<file path="config.mk">
export PLATFORM = sky130hd
export DESIGN_NAME = matrix_operand_loader
export DESIGN_NICKNAME = d
export VERILOG_FILES = /design/src/rtl/matrix_pkg.sv /design/src/rtl/word_shift_reg.sv /design/src/rtl/matrix_operand_loader.sv
export SDC_FILE = /design/constraint.sdc
export NUM_CORES = 1
export LEC_CHECK = 0
export BUFFER_PORTS_ARGS = -buffer_cell sky130_fd_sc_hd__buf_2
export CAP_MARGIN = 10
export CORE_UTILIZATION = 52
export CTS_CLUSTER_DIAMETER = 40
export DETAILED_ROUTE_END_ITERATION = 7
export PLACE_DENSITY_LB_ADDON = 0.1
export SLEW_MARGIN = 10
export SYNTH_ARGS = -nofsm -noshare
export SYNTH_HDL_FRONTEND = slang
export SYNTH_SLANG_ARGS = --single-unit
</file>
<file path="constraint.sdc">
create_clock -name clk -period 1.6 [get_ports clk]
set_clock_uncertainty 0.05 [all_clocks]
set_input_delay 0.32 -clock clk [delete_from_list [all_inputs] [get_ports clk]]
set_output_delay 0.32 -clock clk [all_outputs]
set_load 0.01 [all_outputs]
</file>
<file path="src/rtl/matrix_pkg.sv">
// Shared definitions for the matrix datapath: loader FSM encoding and the
// row-major packing rule used by the loader, the result unpacker and benches.
package matrix_pkg;

    typedef enum logic [1:0] {
        LOAD_A = 2'd0,
        LOAD_B = 2'd1,
        HOLD   = 2'd2
    } load_state_e;

    // MSB bit position of row-major element k in a packed vector of n elements.
    function automatic int unsigned msb_offset(input int unsigned n,
                                               input int unsigned k,
                                               input int unsigned w);
        return n * w - 1 - k * w;
    endfunction

endpackage

</file>
<file path="src/rtl/word_shift_reg.sv">
// Word-wide shift register with parallel output; each shift moves the contents
// up by one word and inserts din at the LSBs, so the first word ends up on top.
module word_shift_reg #(
    parameter int word_size = 32,
    parameter int depth     = 4
) (
    input  logic                       clk,
    input  logic                       rst_n,
    input  logic                       clr,
    input  logic                       shift_en,
    input  logic [word_size-1:0]       din,
    output logic [depth*word_size-1:0] q
);

    logic [depth*word_size-1:0] q_q;
    logic [depth*word_size-1:0] q_d;

    generate
        if (depth == 1) begin : g_single
            assign q_d = din;
        end else begin : g_multi
            assign q_d = {q_q[(depth-1)*word_size-1:0], din};
        end
    endgenerate

    // NOTE: the whole register is reset and cleared, not just a valid flag, so
    // no data from an aborted load can ever reappear on q.
    always_ff @(posedge clk or negedge rst_n) begin
        if (!rst_n) begin
            q_q <= '0;
        end else if (clr) begin
            q_q <= '0;
        end else if (shift_en) begin
            q_q <= q_d;
        end
    end

    assign q = q_q;

endmodule

</file>
<file path="src/rtl/matrix_operand_loader.sv">
// Streams A then B in row-major order into the packed operand vectors used by
// matrix_mul, then holds them under an out_valid/out_ready handshake.
module matrix_operand_loader
    import matrix_pkg::*;
#(
    parameter int word_size     = 32,
    parameter int Amatrixrownum = 2,
    parameter int Amatrixcolnum = 2,
    parameter int Bmatrixrownum = 2,
    parameter int Bmatrixcolnum = 1
) (
    input  logic                                           clk,
    input  logic                                           rst_n,
    input  logic                                           clr,
    input  logic                                           in_valid,
    output logic                                           in_ready,
    input  logic [word_size-1:0]                           in_data,
    output logic                                           out_valid,
    input  logic                                           out_ready,
    output logic [Amatrixrownum*Amatrixcolnum*word_size-1:0] A,
    output logic [Bmatrixrownum*Bmatrixcolnum*word_size-1:0] B
);

    localparam int NA      = Amatrixrownum * Amatrixcolnum;
    localparam int NB      = Bmatrixrownum * Bmatrixcolnum;
    localparam int CNT_MAX = (NA > NB) ? NA : NB;
    localparam int CW      = $clog2(CNT_MAX + 1);

    generate
        if (Amatrixcolnum != Bmatrixrownum || Amatrixcolnum < 2) begin : g_bad_dims
            $fatal(1, "matrix_operand_loader: inner dimensions must match and be >= 2");
        end
    endgenerate

    load_state_e   state_q, state_d;
    logic [CW-1:0] cnt_q, cnt_d;
    logic          out_valid_q, out_valid_d;
    logic          accept;
    logic          shift_a;
    logic          shift_b;

    // Ready is a pure function of state: no combinational path from the handshakes.
    assign in_ready  = (state_q != HOLD);
    assign accept    = in_valid && in_ready;
    assign out_valid = out_valid_q;

    // NOTE: every output of this block gets a default first, so no path
    // through the case statement can leave a signal unassigned (no latches).
    always_comb begin
        state_d     = state_q;
        cnt_d       = cnt_q;
        out_valid_d = out_valid_q;
        shift_a     = 1'b0;
        shift_b     = 1'b0;
        if (clr) begin
            state_d     = LOAD_A;
            cnt_d       = '0;
            out_valid_d = 1'b0;
        end else begin
            case (state_q)
                LOAD_A: begin
                    if (accept) begin
                        shift_a = 1'b1;
                        if (cnt_q == CW'(NA - 1)) begin
                            cnt_d   = '0;
                            state_d = LOAD_B;
                        end else begin
                            cnt_d = cnt_q + CW'(1);
                        end
                    end
                end
                LOAD_B: begin
                    if (accept) begin
                        shift_b = 1'b1;
                        if (cnt_q == CW'(NB - 1)) begin
                            cnt_d       = '0;
                            state_d     = HOLD;
                            out_valid_d = 1'b1;
                        end else begin
                            cnt_d = cnt_q + CW'(1);
                        end
                    end
                end
                HOLD: begin
                    if (out_valid_q && out_ready) begin
                        out_valid_d = 1'b0;
                        state_d     = LOAD_A;
                    end
                end
                default: begin
                    state_d = LOAD_A;
                    cnt_d   = '0;
                end
            endcase
        end
    end

    // NOTE: sequential state uses non-blocking assignments so every register
    // samples the pre-edge values computed above.
    always_ff @(posedge clk or negedge rst_n) begin
        if (!rst_n) begin
            state_q     <= LOAD_A;
            cnt_q       <= '0;
            out_valid_q <= 1'b0;
        end else begin
            state_q     <= state_d;
            cnt_q       <= cnt_d;
            out_valid_q <= out_valid_d;
        end
    end

    word_shift_reg #(
        .word_size (word_size),
        .depth     (NA)
    ) u_a_reg (
        .clk      (clk),
        .rst_n    (rst_n),
        .clr      (clr),
        .shift_en (shift_a),
        .din      (in_data),
        .q        (A)
    );

    word_shift_reg #(
        .word_size (word_size),
        .depth     (NB)
    ) u_b_reg (
        .clk      (clk),
        .rst_n    (rst_n),
        .clr      (clr),
        .shift_en (shift_b),
        .din      (in_data),
        .q        (B)
    );

endmodule
</file>
# Word-level counts from Yosys, hierarchy flattened
# Cells that the tools add are included.
# word_totals
ff_bits	198
in_bits	37
out_inout_bits	194
elab_cells	53
# classes
addsub	1
eq_ne	11
muxes	27
n_reduce_logical	9
# op_table
cell	n
two-way mux 128 bit	2
two-way mux 64 bit	2
two-way mux 3 bit	5
inequality test 3 bit, second input constant	5
two-way mux 2 bit	6
two-way mux 1 bit	9
case mux 3 bit (3 select lines)	1
case mux 2 bit (3 select lines)	1
AND reduction 5 bit	1
inequality test 2 bit, second input constant	2
AND reduction 4 bit	1
nonzero test 2 bit	2
adder 3 x 1 -> 3 bit, second input constant	1
== test 3 x 1 -> 1 bit, second input constant	1
== test 3 x 2 -> 1 bit, second input constant	1
AND reduction 3 bit	1
nonzero test 3 bit	1
== test 2 x 1 -> 1 bit, second input constant	1
== test 2 bit, second input constant	1
logical AND 1 bit	2
zero test 2 bit	1
case mux 1 bit (2 select lines)	1

# Depth between registers and ports, before layout
# Gate-level depths: netlist of run 1.
# depth
depth_word	7
depth_mapped	6
depth_no_buf	6

# Cells and area by module
# A second synthesis of run 1 with hierarchy kept.
# hier_totals
hier_cells	667
area_unflattened_um2	8328.0
# by_module_without_submodules
module	n_inst	cells_each	area_per_inst_um2	seq_area_each_um2
word_shift_reg at u_a_reg	1	412	5292.6	3203.1
word_shift_reg at u_b_reg	1	206	2611.3	1601.5
matrix_operand_loader	1	49	424.2	150.1

# Least setup slack after synthesis of run 1
# OpenSTA, ideal clock, no wires.
# synth_path
path_type	reg-to-reg
from	reg state_q[1]
to	reg u_a_reg.q_q[107], in the netlist u_a_reg.q[107]
setup_ns	0.136
arrival_ns	1.274
required_ns	1.414
path_slack_ns	0.140
path_stages_with_launch	7
n_path_buf	3
synth_period_minus_slack_ns	1.460
cell_sequence	dfrtp_1 > buf_6 > or3b_4 > buf_4 > buf_6 > nand2_1 > a21oi_1
# synth_via
elab_chain_cells	6
elab_cells_between_ends	7
cone_classes	eq/ne (1); mux (3); reduce/logical (3)
# synth_rtl
element	line_no	text
start: declaration	matrix_operand_loader.sv:35	load_state_e state_q, state_d;
start signal: assignment	matrix_operand_loader.sv:106	state_q <= state_d;
inequality test 2 bit	matrix_operand_loader.sv:43	assign in_ready = (state_q != HOLD);
logical AND 1 bit	matrix_operand_loader.sv:44	assign accept = in_valid && in_ready;
two-way mux 1 bit	matrix_operand_loader.sv:62	if (accept) begin
two-way mux 1 bit (*)	matrix_operand_loader.sv:60	case (state_q)
two-way mux 1 bit (*)	matrix_operand_loader.sv:55	if (clr) begin
nonzero test 2 bit (no source line) (*)	n/a	
end signal: assignment	word_shift_reg.sv:34	q_q <= q_d;
end: declaration	word_shift_reg.sv:15	logic [depth*word_size-1:0] q_q;
# Every way passes the cells marked *; elsewhere a longest branch is shown, timed or not.
# A chain may end at the register's enable or synchronous reset.

# Worst setup path after layout of run 1
# layout_path
from	reg state_q[1]
to	out in_ready
# layout_via
elab_chain_cells	1
# layout_rtl
element	line_no	text
inequality test 2 bit	matrix_operand_loader.sv:43	
end: declaration	matrix_operand_loader.sv:16	output logic in_ready,
# No other way between the ends.

==> impl_results.md, run 1 <==
* Status: complete, no violations
* Tightest Hold Check Type: input pin to flip-flop
* Maximum count of clock buffers along a single path at 2
* Number of buffer cells added on primary ports at 230
* Post-detailed-route wirelength per cell at 15.7 µm
* YS warnings at 0
* Mean Syn Cell Area at 9.11 µm²
* Library cell with the largest summed area after synthesis: sky130_fd_sc_hd__dfrtp_1
* Share of async-settable or async-resettable flops after synthesis at 1.00
* Final hold violation count at 0
* Number of buffers inserted during clock tree synthesis at 17
* Clock input transition at the sequential cells of the worst setup and hold paths at 0.07 ns
* Required time at the worst-slack endpoint at 1.23 ns
* Root Buffer: sky130_fd_sc_hd__clkbuf_16
* Logic depth of the worst setup path including buffers at 4
* Die footprint at 16000 µm²
* Slew at the pin with the worst max-slew slack at 0.345 ns
* Netlist area before placement at 8040 µm²
* Number of enable flip-flop cells after synthesis at 0
* Via Count at 6761
* Commonest cells in the synthesized netlist: 389 x sky130_fd_sc_hd__nand2_1, 198 x sky130_fd_sc_hd__dfrtp_1, 195 x sky130_fd_sc_hd__a21oi_1
* Share of the synthesized netlist area taken by xor and xnor gates at 0
* Gate family responsible for the most delay along the worst path: flip-flops
* TritonRoute pass-1 iters at 5
* Cell count of the worst hold path at 3
* Fraction of the core area covered by cells at the end of the flow at 0.682
* Fraction of synthesized area in multiplexers at 0
* Synthesized netlist net count at 923
* Fraction of layout instances using a drive strength above 1 at 0.303
* Largest net degree at the start of global routing at 76
* Simple-gate portion of the synthesized area at 0.196
* Time the worst path needs with I/O delays and setup at 1.59 ns
* Height of the chip at 126 µm
* Remaining global-route overflow at 0
* Count of state elements after synthesis at 198
* Slowest-stage cell, CP: sky130_fd_sc_hd__dfrtp_1
* Top area cells in the synthesized netlist: sky130_fd_sc_hd__dfrtp_1 62%, sky130_fd_sc_hd__nand2_1 18%, sky130_fd_sc_hd__a21oi_1 12%
* Period utilization at 0.997
* Adder and majority gate portion of the synthesized area at 0.00623
* Count of buffering cells on the critical path with inverters included at 3
* Initial core utilization at 0.531
* Clk_lat worst skew at 0.43 ns
* Antenna violations before repair at 0
* Worst setup path class: flip-flop to output port
* Worst EP arrival at 1.22 ns
* Depth of the most critical reg-to-reg path at 5
* Final Power at 0.00993 W
* Detailed-route vias per instance at 5.18
* First-pass GRT wire length at 32300 µm
* Smallest setup slack after layout at 0.00513 ns
* Headroom to the max-slew limit at 0.770
* Final #Nets at 1147
* Final design instance area without fill at 10300 µm²
* Largest stage delay on the critical path at 0.36 ns
* Count of inserted antenna diode cells at 0
* Worst-case setup slack after placement at 0.0551 ns
* Max_cap viols at 0
* Hold WS at 0.0799 ns
* Depth of the CTS H-tree at 4
* Routed Antenna Nets at 0
* Post-detailed-placement half-perimeter wirelength at 13300 µm
* Fmax at 0.627 GHz
* CP endpoint kind: output port
* Crit-path most repeated cell: sky130_fd_sc_hd__buf_6
* Number of global-route vias before repair at 6123
* DRC violation count after routing at 0
* Cell-by-cell listing of the critical path: buf_6 > nor2b_4 > inv_2 > buf_6
* Largest family of logic cells by synthesized area: simple AND/OR/NAND/NOR gates
* Setup repair after global routing missed its margin: true
* Final setup violation count at 0
* Most common flop cell mapped by yosys: sky130_fd_sc_hd__dfrtp_1
* TritonCTS Sinks at 198
* Final max-slew violation count at 0
* DP Area at 9450 µm²
* Maximum fanout count along the critical path at 5
* Top-count cell post-synth: sky130_fd_sc_hd__nand2_1
* Horiz. Die Dim at 126 µm
* Leakage power figure at 5.10 nW
* IO Count at 231
* Pwr Density at 961 nW/µm²
* Sequential element share of the synthesized area at 0.617
* Floorplan row count at 45
* CTS tree: built
* 1st-iter DRT viols at 496
* Core region area at 15100 µm²
* Fraction of post-synthesis cell area in the top cell type by area at 0.617
* Number of instances in the synthesized netlist at 882
* Synth-to-layout area growth at 28.6%
* Final weighted congestion in routability-driven placement at 0.847
* Total wirelength of the detailed-routed design at 20500 µm
* Number of distinct library cell variants in the gate-level netlist after synthesis at 25
* Maximum vdd drop at 0.643 mV
* Overall track demand over capacity in global routing at 0.256
* Synthesized-area fraction occupied by ao, oa, aoi and oai cells at 0.128
* Launching element type of the critical path: flip-flop
## tightest hold or removal path, stage by stage
cell                      delay, ns
sky130_fd_sc_hd__buf_2         0.10
sky130_fd_sc_hd__nand2_1       0.05
sky130_fd_sc_hd__a21oi_1       0.05
## metal layers
metal  vias up  GRT usage  share of wire
met5         -          0              0
met3        24     0.0502          0.052
met1      3223      0.407           0.49
met2       221      0.349           0.44
met4         0     0.0900          0.014
li1       3293          -              -
## cell type report
cell class / count / area [µm²]
well taps: 188 / 235
flip-flops and latches: 198 / 4950
repair buffers: 272 / 1780
clock inverters: 10 / 73.8
multi-input cells: 610 / 2790
clock buffers: 21 / 470
fillers: 1266 / 4810
inverters: 7 / 26.3
## logic make-up (layout without fill, tap and decap cells)
logic type | Yosys count | count (layout)
compound gates | 202 | 202
simple gates | 404 | 404
buf+inv | 74 | 310
flops | 198 | 198
fa+ha+maj | 4 | 4
## what timing repair did
| item | CTS | global route |
|---|---|---|
| setup endpoints to repair | 1 | 127 |
| endpoints found under the hold margin | 24 | 0 |
| gates cloned | 0 | 2 |
| setup buffers | 7 | 7 |
| resized for setup | 6 | 38 |
| pin swaps | 0 | 1 |
| hold buffers | 1 | 0 |
## power breakdown
| group | switching [W] | leakage [nW] | internal (W) |
|---|---|---|---|
| combinational | 0.000521 | 2.11 | 0.000279 |
| clock | 0.00184 | 0.254 | 0.00211 |
| sequential | 0.0000818 | 2.74 | 0.00510 |
| total | 0.00244 | 5.10 | 0.00749 |
## metrics by stage
stage                     setup TNS [ns]  instances
after floorplan                        0        882
after global placement                 0       1258
after detailed placement               0       1258
after CTS                              0       1297
after global routing               -2.34       1306
final                                  0       1306
## worst paths after layout
path	end	slack (ns)	start
max	in_ready	0.005	state_q[1]
min in group asynchronous	u_a_reg.q[97]	0.29	rst_n
max in group asynchronous	u_a_reg.q[83]	0.65	rst_n
min reg2reg	u_b_reg.q[36]	0.47	u_b_reg.q[36]
max reg2reg	u_a_reg.q[103]	0.03	state_q[0]
min	u_a_reg.q[15]	0.08	in_data[15]
## cell usage in the layout, fill, tap and decap left out
| master | count |
|---|---|
| sky130_fd_sc_hd__inv_2 | 1 |
| sky130_fd_sc_hd__clkinv_4 | 1 |
| sky130_fd_sc_hd__and3b_2 | 1 |
| sky130_fd_sc_hd__nand4bb_1 | 1 |
| sky130_fd_sc_hd__a21oi_1 | 163 |
| sky130_fd_sc_hd__buf_6 | 6 |
| sky130_fd_sc_hd__inv_6 | 2 |
| sky130_fd_sc_hd__a2bb2oi_1 | 1 |
| sky130_fd_sc_hd__clkbuf_16 | 19 |
| sky130_fd_sc_hd__a211o_1 | 1 |
| sky130_fd_sc_hd__nor2b_4 | 1 |
| sky130_fd_sc_hd__buf_16 | 1 |
| sky130_fd_sc_hd__nor2_1 | 1 |
| sky130_fd_sc_hd__o21ai_0 | 2 |
| sky130_fd_sc_hd__nand2_1 | 388 |
| sky130_fd_sc_hd__nand2b_1 | 3 |
| sky130_fd_sc_hd__nand4b_1 | 1 |
| sky130_fd_sc_hd__clkinvlp_4 | 5 |
| sky130_fd_sc_hd__dlygate4sd3_1 | 1 |
| sky130_fd_sc_hd__a21oi_2 | 32 |
| sky130_fd_sc_hd__o32ai_1 | 1 |
| sky130_fd_sc_hd__clkbuf_8 | 4 |
| sky130_fd_sc_hd__dfrtp_1 | 198 |
| sky130_fd_sc_hd__nor2b_1 | 1 |
| sky130_fd_sc_hd__inv_1 | 6 |
| sky130_fd_sc_hd__buf_2 | 227 |
| sky130_fd_sc_hd__or3b_4 | 1 |
| sky130_fd_sc_hd__buf_12 | 17 |
| sky130_fd_sc_hd__nor3_1 | 1 |
| sky130_fd_sc_hd__o311a_1 | 1 |
| sky130_fd_sc_hd__clkinv_2 | 2 |
| sky130_fd_sc_hd__clkbuf_1 | 1 |
| sky130_fd_sc_hd__buf_4 | 16 |
| sky130_fd_sc_hd__nand2_2 | 1 |
| sky130_fd_sc_hd__buf_8 | 1 |
| sky130_fd_sc_hd__nand3b_1 | 3 |
| sky130_fd_sc_hd__ha_1 | 4 |
| sky130_fd_sc_hd__o41ai_1 | 1 |
| sky130_fd_sc_hd__nor3b_4 | 1 |
## sequential cells by signal, summed over array words and instances, names as in the netlist
signal / cells
cnt_q: 3
out_valid: 1
state_q: 2
u_a_reg.q: 128
u_b_reg.q: 64
Power figures use the tool's default switching activity.
==> run 2, diff against run 1 <==
--- a/config.mk
+++ b/config.mk
@@ -14,4 +14,5 @@
 export SLEW_MARGIN = 10
 export SYNTH_ARGS = -nofsm -noshare
 export SYNTH_HDL_FRONTEND = slang
+export SYNTH_HIERARCHICAL = 1
 export SYNTH_SLANG_ARGS = --single-unit
==> impl_results.md, run 2 <==
* Status: finished, violations left
* Failing checks: setup timing
* Maximum vdd drop at 0.750 mV
* 1st-iter DRT viols at 383
* Number of distinct library cell variants in the gate-level netlist after synthesis at 34
* # placed instances at 1089
* Logic depth of the worst setup path including buffers at 6
* Clk_lat worst skew at 0.44 ns
* Final weighted congestion in routability-driven placement at 0.792
* Library cell with the largest summed area after synthesis: sky130_fd_sc_hd__dfrtp_1
* Most common flop cell mapped by yosys: sky130_fd_sc_hd__dfrtp_1
* Worst Min Path Start: clr
* Number of buffer cells added on primary ports at 230
* Launching element type of the critical path: flip-flop
* TritonCTS Sinks at 198
* Depth of the CTS H-tree at 4
* Smallest setup slack after layout at -0.0982 ns
* Count of buffering cells on the critical path with inverters included at 3
* Final #Nets at 950
* Met2 track utilization from global routing at 0.361
* Number of global-route vias before repair at 5724
* Largest stage delay on the critical path at 0.43 ns
* Final hold violation count at 0
* Setup repair after global routing missed its margin: true
* Die footprint at 16500 µm²
* Cell count of the worst hold path at 2
* Global-route track usage on met3 at 0.0694
* Floorplan row count at 45
* Slew at the pin with the worst max-slew slack at 0.905 ns
* Most frequent cells in the layout: 227 x sky130_fd_sc_hd__buf_2, 197 x sky130_fd_sc_hd__dfrtp_1, 196 x sky130_fd_sc_hd__nor2_1
* Met1 track demand over resource in global routing at 0.312
* Initial core utilization at 0.540
* Max_cap viols at 0
* DRC violation count after routing at 0
* Post-detailed-route wirelength per cell at 17.2 µm
* Proportion of power drawn by combinational gates at 0.072
* Final max-slew violation count at 0
* IO Count at 231
* Core region area at 15400 µm²
* Number of enable flip-flop cells after synthesis at 0
* Period utilization at 1.06
* Net switching power at 0.00243 W
* Synth-to-layout area growth at 26.2%
* Required time at the worst-slack endpoint at 1.83 ns
* Detailed-route vias per instance at 5.18
* Count of state elements after synthesis at 198
* Clk pwr share at 0.431
* Slowest-stage cell, CP: sky130_fd_sc_hd__dfrtp_2
* Leakage power figure at 5.48 nW
* First-pass GRT wire length at 29900 µm
* Number of buffers inserted during clock tree synthesis at 17
* Tightest Hold Check Type: input pin to flip-flop
* Fraction of layout instances using a drive strength above 1 at 0.334
* Clock input transition at the sequential cells of the worst setup and hold paths at 0.07 ns
* Most frequent standard cell in the layout excluding fill and tap cells: sky130_fd_sc_hd__buf_2
* Mean Syn Cell Area at 12.5 µm²
* Hold-critical path endpoint: cnt_q[0]
* Sum of negative setup slack at -4.35 ns
* Horiz. Die Dim at 129 µm
* Fmax at 0.589 GHz
* Gate family responsible for the most delay along the worst path: buffers and inverters
* Pint at 0.00787 W
* TritonRoute pass-1 iters at 4
* Final setup violation count at 119
* Root Buffer: sky130_fd_sc_hd__clkbuf_16
* Critical register-to-register path startpoint: state_q[0]
* Antenna violations before repair at 0
* Post-detailed-placement half-perimeter wirelength at 12700 µm
* Share of async-settable or async-resettable flops after synthesis at 1.00
* Time the worst path needs with I/O delays and setup at 1.70 ns
* Total wirelength of the detailed-routed design at 19500 µm
* Headroom to the max-slew limit at 0.397
* Via Count at 5864
* Number of flip-flops under the largest register name at 128
* Setup slack of the worst register-to-register path at -0.1 ns
* Largest net degree at the start of global routing at 195
* Remaining global-route overflow at 0
* Top area cells in the synthesized netlist: sky130_fd_sc_hd__dfrtp_1 59%, sky130_fd_sc_hd__mux2i_1 23%, sky130_fd_sc_hd__nor2_1 8.8%
* Netlist area before placement at 8330 µm²
* Cell-by-cell listing of the critical path: buf_6 > nor3_4 > buf_8 > clkbuf_16 > mux2i_1 > nor2_1
* YS warnings at 6
* Overall track demand over capacity in global routing at 0.235
* CP endpoint kind: flip-flop
* Maximum fanout count along the critical path at 12
* Busiest metal layer after global routing: met2
* Depth of the most critical reg-to-reg path at 6
* Height of the chip at 129 µm
* Fraction of post-synthesis cell area in the top cell type by area at 0.595
* Synthesized netlist net count at 708
* Commonest cells in the synthesized netlist: 198 x sky130_fd_sc_hd__dfrtp_1, 196 x sky130_fd_sc_hd__nor2_1, 192 x sky130_fd_sc_hd__mux2i_1
* Count of inserted antenna diode cells at 0
* Worst setup path class: flip-flop to flip-flop
* Pwr Density at 980 nW/µm²
* Sequential Power Share at 0.497
* Worst EP arrival at 1.92 ns
* Endpoint of the most critical register-to-register path: u_a_reg/q[51]
* Sequential element share of the synthesized area at 0.595
* CTS tree: built
* Top-count cell post-synth: sky130_fd_sc_hd__dfrtp_1
* Routed Antenna Nets at 0
* Number of instances in the synthesized netlist at 667
* Maximum count of clock buffers along a single path at 2
* Final instance count without filler cells at 1133
* Switching Share at 0.236
-- run 2: changes by cell type in the layout (fill, tap and decap cells not counted), moves of 3 or more --
cell	previous run	this run
sky130_fd_sc_hd__bufinv_16	0	3
sky130_fd_sc_hd__nand2_1	388	3
sky130_fd_sc_hd__nor2_1	1	196
sky130_fd_sc_hd__clkinvlp_4	5	1
sky130_fd_sc_hd__mux2i_1	0	189
sky130_fd_sc_hd__clkbuf_16	19	23
sky130_fd_sc_hd__buf_4	16	12
sky130_fd_sc_hd__clkbuf_8	4	1
sky130_fd_sc_hd__clkinv_4	1	6
sky130_fd_sc_hd__mux2i_2	0	3
sky130_fd_sc_hd__a21oi_2	32	0
sky130_fd_sc_hd__buf_12	17	12
sky130_fd_sc_hd__a21oi_1	163	4
-- run 2: what timing repair did --
item / 4_1_cts / 5_1_grt
hold buffers: 1 / 0
hold endpoints to repair: 34 / 0
cloned: 0 / 6
resized for setup: 5 / 8
setup buffers: 2 / 3
setup endpoints to repair: 5 / 179
-- run 2: cell type report --
type	count	area (µm²)
clock buffer	17	425
tap	211	264
sequential	198	4960
timing repair buffer	267	1730
inverter	6	22.5
clock inverter	15	195
fill	1189	4920
multi-input combinational	419	2910
-- run 2: per-layer routing --
| layer | up-vias | routed length (µm) |
|---|---|---|
| li1 | 2703 | - |
| met1 | 2943 | 8570 |
| met2 | 185 | 9100 |
| met3 | 33 | 1320 |
| met4 | 0 | 517 |
| met5 | - | 0 |
-- run 2: per-stage QoR --
| stage | total power, W | util | cell area (µm²) | worst slack, ns | hold WS (ns) |
|---|---|---|---|---|---|
| 4_1_cts | 0.0103 | 0.668 | 10300 | -0.0810 | 0.0207 |
| 3_3_place_gp | 0.00589 | 0.625 | 9640 | 0.0400 | 0.224 |
| 2_1_floorplan | 0.00562 | - | 8330 | 0.0560 | -0.0256 |
| 3_5_place_dp | 0.00590 | 0.625 | 9640 | -0.0407 | 0.228 |
| 5_1_grt | 0.0107 | 0.681 | 10500 | -0.163 | 0.0359 |
| 6_report | 0.0103 | 0.681 | 10500 | -0.0982 | 0.0345 |
-- run 2: worst max path at each step --
stage	start	to	slack, ns
global placement	clr	u_b_reg/q[29]	0.04
finish	state_q[0]	u_a_reg/q[51]	-0.1
CTS	state_q[0]	u_a_reg/q[21]	-0.08
global route	state_q[0]	u_a_reg/q[111]	-0.16
floorplan	state_q[1]	u_a_reg/q[100]	0.06
detailed placement	clr	u_b_reg/q[50]	-0.04
-- run 2: power by group through the flow --
stage               logic [W]  registers, W  clock network [W]
floorplan            0.000381       0.00523                  0
global placement     0.000674       0.00521                  0
detailed placement   0.000687       0.00522                  0
CTS                  0.000695       0.00512            0.00453
global route         0.000809       0.00513            0.00474
finish               0.000743       0.00512            0.00444
-- run 2: kinds of logic (layout without fill, tap and decap cells) --
family / after synthesis / after routing / synth area share
AO/OA/AOI/OAI: 12 / 12 / 0.00856
buffers and inverters: 50 / 305 / 0.0589
adder cells (fa/ha/maj): 4 / 4 / 0.00601
AND/OR/NAND/NOR: 211 / 211 / 0.101
multiplexers: 192 / 192 / 0.231
flip-flops: 198 / 198 / 0.595
-- run 2: worst reg2reg max path, cell delays in order (launching register included) --
cell	delay [ns]
sky130_fd_sc_hd__dfrtp_2	0.43
sky130_fd_sc_hd__buf_6	0.14
sky130_fd_sc_hd__nor3_4	0.21
sky130_fd_sc_hd__buf_8	0.22
sky130_fd_sc_hd__clkbuf_16	0.20
sky130_fd_sc_hd__mux2i_1	0.22
sky130_fd_sc_hd__nor2_1	0.08
